## src/rtl/cofre_alarme_seq.sv

```systemverilog
// Vault-alarm controller: watches the vault doors against the time-lock
// clock and the manager panic switch, runs a grace period before alarming,
// latches the alarm until acknowledged and counts alarm entries.
// Optional door capture on alarm entry: define CAPTURA_PORTAS_EN.
module cofre_alarme_seq #(
    parameter int NPORTAS         = 4,
    parameter int CARENCIA_CICLOS = 4,
    parameter int NBITS_CNT       = 8
) (
    input  logic                 clk_2,
    input  logic                 reset,
    input  logic [NPORTAS-1:0]   porta_cofre,
    input  logic                 relogio_eletronico,
    input  logic                 interruptor_gerente,
    input  logic                 reconhece,
    output logic                 alarme,
    output logic                 pre_alarme,
    output logic [1:0]           estado,
    output logic [NBITS_CNT-1:0] contagem_alarmes,
    output logic [NPORTAS-1:0]   portas_violadas
);

    typedef enum logic [1:0] {
        OCIOSO      = 2'b00,
        CARENCIA    = 2'b01,
        ALARME      = 2'b10,
        RECONHECIDO = 2'b11
    } estado_t;

    // Timer only ever counts up to CARENCIA_CICLOS-1; keep at least one bit.
    localparam int TW   = (CARENCIA_CICLOS < 1) ? 1 : $clog2(CARENCIA_CICLOS + 1);
    localparam int TMAX = (CARENCIA_CICLOS < 1) ? 0 : CARENCIA_CICLOS - 1;

    estado_t           estado_q, estado_nxt;
    logic [TW-1:0]     timer_q, timer_nxt;
    logic [NBITS_CNT-1:0] cnt_q;

    logic aberta, panico, violacao, entra_alarme;

    assign aberta   = |(~porta_cofre);
    assign panico   = aberta & interruptor_gerente;
    assign violacao = aberta & (~relogio_eletronico | interruptor_gerente);

    // An edge that moves the FSM into ALARME from any other state.
    assign entra_alarme = (estado_nxt == ALARME) && (estado_q != ALARME);

    // State and grace-timer registers.
    always_ff @(posedge clk_2) begin
        if (reset) begin
            estado_q <= OCIOSO;
            timer_q  <= '0;
        end else begin
            estado_q <= estado_nxt;
            timer_q  <= timer_nxt;
        end
    end

    // Next-state and grace-timer logic; first matching rule wins.
    always_comb begin
        estado_nxt = estado_q;
        timer_nxt  = '0;
        unique case (estado_q)
            OCIOSO: begin
                if (panico)
                    estado_nxt = ALARME;
                else if (violacao) begin
                    // A zero-length grace period alarms immediately.
                    if (CARENCIA_CICLOS == 0)
                        estado_nxt = ALARME;
                    else
                        estado_nxt = CARENCIA;
                end
            end
            CARENCIA: begin
                if (panico)
                    estado_nxt = ALARME;
                else if (!violacao)
                    estado_nxt = OCIOSO;
                else if (timer_q == TW'(TMAX))
                    estado_nxt = ALARME;
                else
                    timer_nxt = timer_q + TW'(1);
            end
            ALARME: begin
                // Clearing the violation does not release the alarm.
                if (reconhece)
                    estado_nxt = RECONHECIDO;
            end
            RECONHECIDO: begin
                if (panico)
                    estado_nxt = ALARME;
                else if (&porta_cofre)
                    estado_nxt = OCIOSO;
            end
            default: estado_nxt = OCIOSO;
        endcase
    end

    // Saturating count of alarm entries.
    always_ff @(posedge clk_2) begin
        if (reset)
            cnt_q <= '0;
        else if (entra_alarme && (cnt_q != '1))
            cnt_q <= cnt_q + NBITS_CNT'(1);
    end

`ifdef CAPTURA_PORTAS_EN
    logic [NPORTAS-1:0] cap_q;

    // Snapshot the open doors on alarm entry; clear once the vault is closed again.
    always_ff @(posedge clk_2) begin
        if (reset)
            cap_q <= '0;
        else if (entra_alarme)
            cap_q <= ~porta_cofre;
        else if (estado_q == RECONHECIDO && estado_nxt == OCIOSO)
            cap_q <= '0;
    end

    assign portas_violadas = cap_q;
`else
    assign portas_violadas = '0;
`endif

    // Outputs decoded from registered state only.
    always_comb begin
        estado           = estado_q;
        alarme           = (estado_q == ALARME);
        pre_alarme       = (estado_q == CARENCIA);
        contagem_alarmes = cnt_q;
    end

endmodule
```

## config.mk

```make
export PLATFORM = sky130hd
export DESIGN_NAME = cofre_alarme_seq
export DESIGN_NICKNAME = d
export VERILOG_FILES = /design/src/rtl/cofre_alarme_seq.sv
export SDC_FILE = /design/constraint.sdc
export NUM_CORES = 1
export LEC_CHECK = 0
export ABC_AREA = 1
export BUFFER_PORTS_ARGS = -buffer_cell sky130_fd_sc_hd__buf_2
export CORE_MARGIN = 2
export CORE_UTILIZATION = 50
export DETAILED_ROUTE_END_ITERATION = 10
export GPL_TIMING_DRIVEN = 0
export PLACE_DENSITY = 0.78
export SYNTH_ARGS = -nofsm -noshare
export SYNTH_HDL_FRONTEND = slang
export SYNTH_SLANG_ARGS = --single-unit
```

## constraint.sdc

```tcl
create_clock -name clk_2 -period 1.8 [get_ports clk_2]
set_input_delay 0.36 -clock clk_2 [delete_from_list [all_inputs] [get_ports clk_2]]
set_output_delay 0.36 -clock clk_2 [all_outputs]
set_load 0.05 [all_outputs]
```

### Word level (Yosys, flattened, before mapping)

Index checks and enable logic that the tools add are counted.

| word-level totals | value |
|---|---|
| bits in registers | 13 |
| output and inout port bits | 16 |
| input port bits | 9 |

| cells by class | value |
|---|---|
| bitwise gates (word level) | 7 |
| multiplexer cells | 9 |
| add/sub/neg operators | 2 |
| equal/unequal tests | 7 |
| reduce and logical (&&, ||, !) cells | 6 |

Operators with widths:

| operator | number |
|---|---|
| $mux W2 | 8 |
| $add A8 B1 Y8 const B | 1 |
| $ne A8 B8 Y1 const B | 1 |
| $pmux W2 S4 | 1 |
| $eq A2 B2 Y1 const B | 3 |
| $reduce_or A5 Y1 | 1 |
| $not A4 Y4 | 1 |
| $reduce_and A4 Y1 | 1 |
| $reduce_or A4 Y1 | 1 |
| $add A3 B1 Y3 const B | 1 |
| $eq A3 B2 Y1 const B | 1 |
| $not A1 Y1 | 3 |
| $and A1 B1 Y1 | 2 |
| $eq A2 B1 Y1 const B | 1 |
| $logic_and A1 B1 Y1 | 2 |
| $logic_not A2 Y1 | 1 |
| $ne A2 B2 Y1 const B | 1 |
| $or A1 B1 Y1 | 1 |

### Logic depth before layout (Yosys ltp)

| logic depth | value |
|---|---|
| word-level depth | 9 |
| depth in mapped cells | 13 |
| gate-level depth less buffers | 13 |

### Least setup slack after synthesis

No wires, ideal clock.

| timing | value |
|---|---|
| path type | reg-to-reg |
| from | register estado_q[1], in the netlist estado[1] |
| to | register cnt_q[0], in the netlist contagem_alarmes[0] |
| arrival time | 1.988 ns |
| buffers on the path | 0 |
| data required time | 1.685 ns |
| slack | -0.303 ns |
| library setup time | 0.115 ns |
| stages on the path, launching flop included | 10 |
| cell sequence | dfxtp_1 inv_1 nor2_2 o21ai_2 nand2_1 nand2_4 nor2_4 nand2_1 nand2_1 nor2_2 |

| between the ends | value |
|---|---|
| elaborated cells on any way between the ends | 17 |

RTL lines:

| item | line | source |
|---|---|---|
| start, declared | 34 | `estado_t estado_q, estado_nxt;` |
| start signal, assigned | 53 | `estado_q <= estado_nxt;` |
| $eq A2 B2 Y1 | - |  |
| net alarme | 16 | `output logic alarme,` |
| $pmux W2 S4 | 62 | `unique case (estado_q)` |
| $eq A2 B2 Y1 | 45 | `assign entra_alarme = (estado_nxt == ALARME) && (estado_q != ALARME);` |
| $logic_and A1 B1 Y1 | 45 |  |
| $logic_and A1 B1 Y1 | 103 | `else if (entra_alarme && (cnt_q != '1))` |
| end signal, assigned | 104 | `cnt_q <= cnt_q + NBITS_CNT'(1);` |
| end, declared | 36 | `logic [NBITS_CNT-1:0] cnt_q;` |

The timed path passes the listed nets, and every way through them passes these cells.
A chain may end at the register's enable or synchronous reset.

### Worst setup path after layout

| timing | value |
|---|---|
| from | register timer_q[0] |
| to | register cnt_q[0], in the netlist contagem_alarmes[0] |

| between the ends | value |
|---|---|
| cells in the longest elaborated chain, start to end | 8 |

Ends and longest elaborated chain:

| item | line | source |
|---|---|---|
| start, declared | 35 | `logic [TW-1:0] timer_q, timer_nxt;` |
| start signal, assigned | 54 | `timer_q <= timer_nxt;` |
| $eq A3 B2 Y1 | 79 | `else if (timer_q == TW'(TMAX))` |
| $mux W2 | 79 |  |
| $mux W2 | 77 | `else if (!violacao)` |
| $mux W2 | 75 | `if (panico)` |
| $pmux W2 S4 | 62 |  |
| $eq A2 B2 Y1 | 45 |  |
| $logic_and A1 B1 Y1 | 45 |  |
| $logic_and A1 B1 Y1 | 103 |  |

Every way passes these cells.

==> results.sh <==
export IMPL_p_leak_nw=0.5305
export IMPL_io_buffers=19
export IMPL_n_fill_cell=156
export IMPL_grt_busiest_layer="met2"
export IMPL_synth_top_area_share_pct=30.06
export IMPL_die_x_um=45.62
export IMPL_grt_setup_unrepaired="no"
export IMPL_synth_avg_cell_area_um2=7.464
export IMPL_drtIter0Drc=20
export IMPL_cp_required_ns=1.98
export IMPL_synth_warnings=0
export IMPL_powerDensity_nw_per_um2=756.4
export IMPL_period_share_pct=90.10
export IMPL_grt_pass1_wl_um=2801
export IMPL_run_status="finished clean"
export IMPL_wirelength_um=1725
export IMPL_max_freq_ghz=0.6166
export IMPL_yosys_top_cells_area="dfxtp_1, nand2_1, inv_1"
export IMPL_cpPeakStageDelay_ns=0.32
export IMPL_drive_gt1_share_pct=32.39
export IMPL_ctsRootBufferMaster="clkbuf_4"
export IMPL_num_vias=801
export IMPL_fin_nets=155
export IMPL_utilization_pct=61.87
export IMPL_row_count=15
export IMPL_layout_common_cells="nand2_1, buf_2, inv_1"
export IMPL_critPathSlowestCell="dfxtp_1"
export IMPL_critical_path_class="flip-flop to flip-flop"
export IMPL_crit_buf_inv=1
export IMPL_antennaDiodeCount=0
export IMPL_syn_inst=116
export IMPL_worstPathCellList="ha_1, ha_1, inv_1, nand2_1, nand3_1, nand2_1, nand2_2, nand2_1, nand2_4, nor2_4, nor2_1, nor2_2"
export IMPL_use_met2_pct=32.96
export IMPL_ios=25
export IMPL_grt_max_degree=10
export IMPL_yosysTopAreaCell="dfxtp_1"
export IMPL_slew_viol_final=0
export IMPL_min_path_type="flip-flop to flip-flop"
export IMPL_critPathLaunchType="flip-flop"
export IMPL_antenna_left=0
export IMPL_fin_crit_ns=1.622
export IMPL_cts_path_max_buffers=2
export IMPL_cts_clk_slew_worst_paths_ns=0.07
export IMPL_synth_seq_cells=13
export IMPL_dieArea_um2=2081
export IMPL_ir_drop_uv=413.3
export IMPL_cts_made_buffers=3
export IMPL_cp_max_fo=7
export IMPL_crit_family="simple AND/OR/NAND/NOR gates"
export IMPL_met1_usage_pct=21.79
export IMPL_synth_distinct_cells=28
export IMPL_cp_end_kind="flip-flop"
export IMPL_seqCellArea_um2=265.3
export IMPL_start_util_pct=51.84
export IMPL_multiInputGateArea_um2=514.2
export IMPL_drtPass1Iterations=4
export IMPL_crit_arrival_ns=1.80
export IMPL_core_region_area_um2=1670
export IMPL_use_met3_pct=2.381
export IMPL_synth_area_um2=865.8
export IMPL_areaGrowthSynthToFinish_pct=19.36
export IMPL_clock_sinks=13
export IMPL_htreeDepth=1
export IMPL_antenna_found_initial=0
export IMPL_drv_cap=0
export IMPL_cts_tree="yes"
export IMPL_via_per_inst=5.038
export IMPL_drc=0
export IMPL_hpwl_um=1368
export IMPL_setup_tns_ns=0
export IMPL_synth_seq_area_share_pct=30.06
export IMPL_wire_per_inst_um=10.85
export IMPL_clk_latency_ns=0.28
export IMPL_grt_usage_pct=18.86
export IMPL_place_congestion=0.8154
export IMPL_die_h_um=45.62
export IMPL_setup_violations_final=0
export IMPL_overflow=0
export IMPL_hold_viol=0
export IMPL_clock_skew_final_ns=0.002389
export IMPL_crit_top_cell="nand2_1"
export IMPL_grt_pass1_vias=705
[registers in the layout (all words and copies together) (netlist names)]
signal	cells
contagem_alarmes	8
timer_q	3
estado	2
[routing by layer]
metal | wire length, um | part of all wire, % | vias to the layer above
met2 | 837 | 49 | 25
met4 | 42 | 2.4 | 0
li1 | - | - | 418
met5 | 0 | 0 | -
met3 | 93 | 5.4 | 5
met1 | 750 | 43 | 353
[cell usage after synthesis]
cell type	instances
conb_1	1
nand2_4	2
xor2_1	6
o22ai_1	1
a21boi_4	1
o21ai_0	1
nand3_4	1
nor2_2	3
clkbuf_1	1
nand2_1	20
nand4_1	3
nor2_1	8
nand3_1	9
o21ai_2	1
inv_2	1
and3_2	1
a21oi_1	8
nor2_4	1
ha_1	3
dfxtp_1	13
clkinv_1	1
nor3_1	1
o21bai_1	6
buf_4	4
nand3_2	1
inv_1	16
clkinv_4	1
a21oi_4	1
[cell type report]
type / instances / share of cell area [%]
plain buffers: 5 / 3.269
clock buffers: 4 / 2.542
inverters: 19 / 7.506
multi-input cells: 82 / 49.76
flip-flops and latches: 13 / 25.67
well taps: 17 / 2.058
repair buffers: 19 / 9.201
[where the power goes]
group	internal (mW)	total, mW	switching [mW]	leakage [nW]
clock network	0.0862	0.183	0.0969	0.0150
logic	0.0768	0.275	0.198	0.409
registers	0.305	0.323	0.0188	0.107
[final timing paths]
check / startpoint / end / slack [ns] / cells past startpoint
setup / recovery: timer_q[0]$_SDFF_PP0_ / contagem_alarmes[0]$_SDFFE_PP0P_ / 0.18 / 12
hold / removal: timer_q[0]$_SDFF_PP0_ / timer_q[0]$_SDFF_PP0_ / 0.42 / 1
setup reg to reg: timer_q[0]$_SDFF_PP0_ / contagem_alarmes[0]$_SDFFE_PP0P_ / 0.18 / 12
hold reg to reg: timer_q[0]$_SDFF_PP0_ / timer_q[0]$_SDFF_PP0_ / 0.42 / 1
[cell families after synthesis]
family / share of synthesized area (%)
other cells: 0.4331
simple gates: 30.20
fa+ha+maj: 4.336
compound gates: 16.19
buf+inv: 12.72
flops: 30.06
xor+xnor: 6.069
[metrics by stage]
| step | cells | cell area (um2) | setup WS [ns] | hold slack [ns] | power [mW] |
|---|---|---|---|---|---|
| after detailed placement | 155 | 1005 | 0.1355 | 0.4189 | 0.6063 |
| final | 159 | 1033 | 0.1781 | 0.4231 | 0.7817 |
| after CTS | 159 | 1031 | 0.1303 | 0.4292 | 0.7830 |
| after floorplan | 119 | 888.4 | 0.1184 | 0.3992 | 0.5502 |
| after global placement | 155 | 1005 | 0.1996 | 0.4080 | 0.5967 |
| after global routing | 159 | 1033 | 0.02101 | 0.4405 | 0.8182 |
[what timing repair did]
action / CTS / global route
setup buffers: 0 / 0
resized for setup: 0 / 1
endpoints found under the setup margin: 0 / 2
hold buffers: 0 / 0
(Power assumes the default switching activity.)
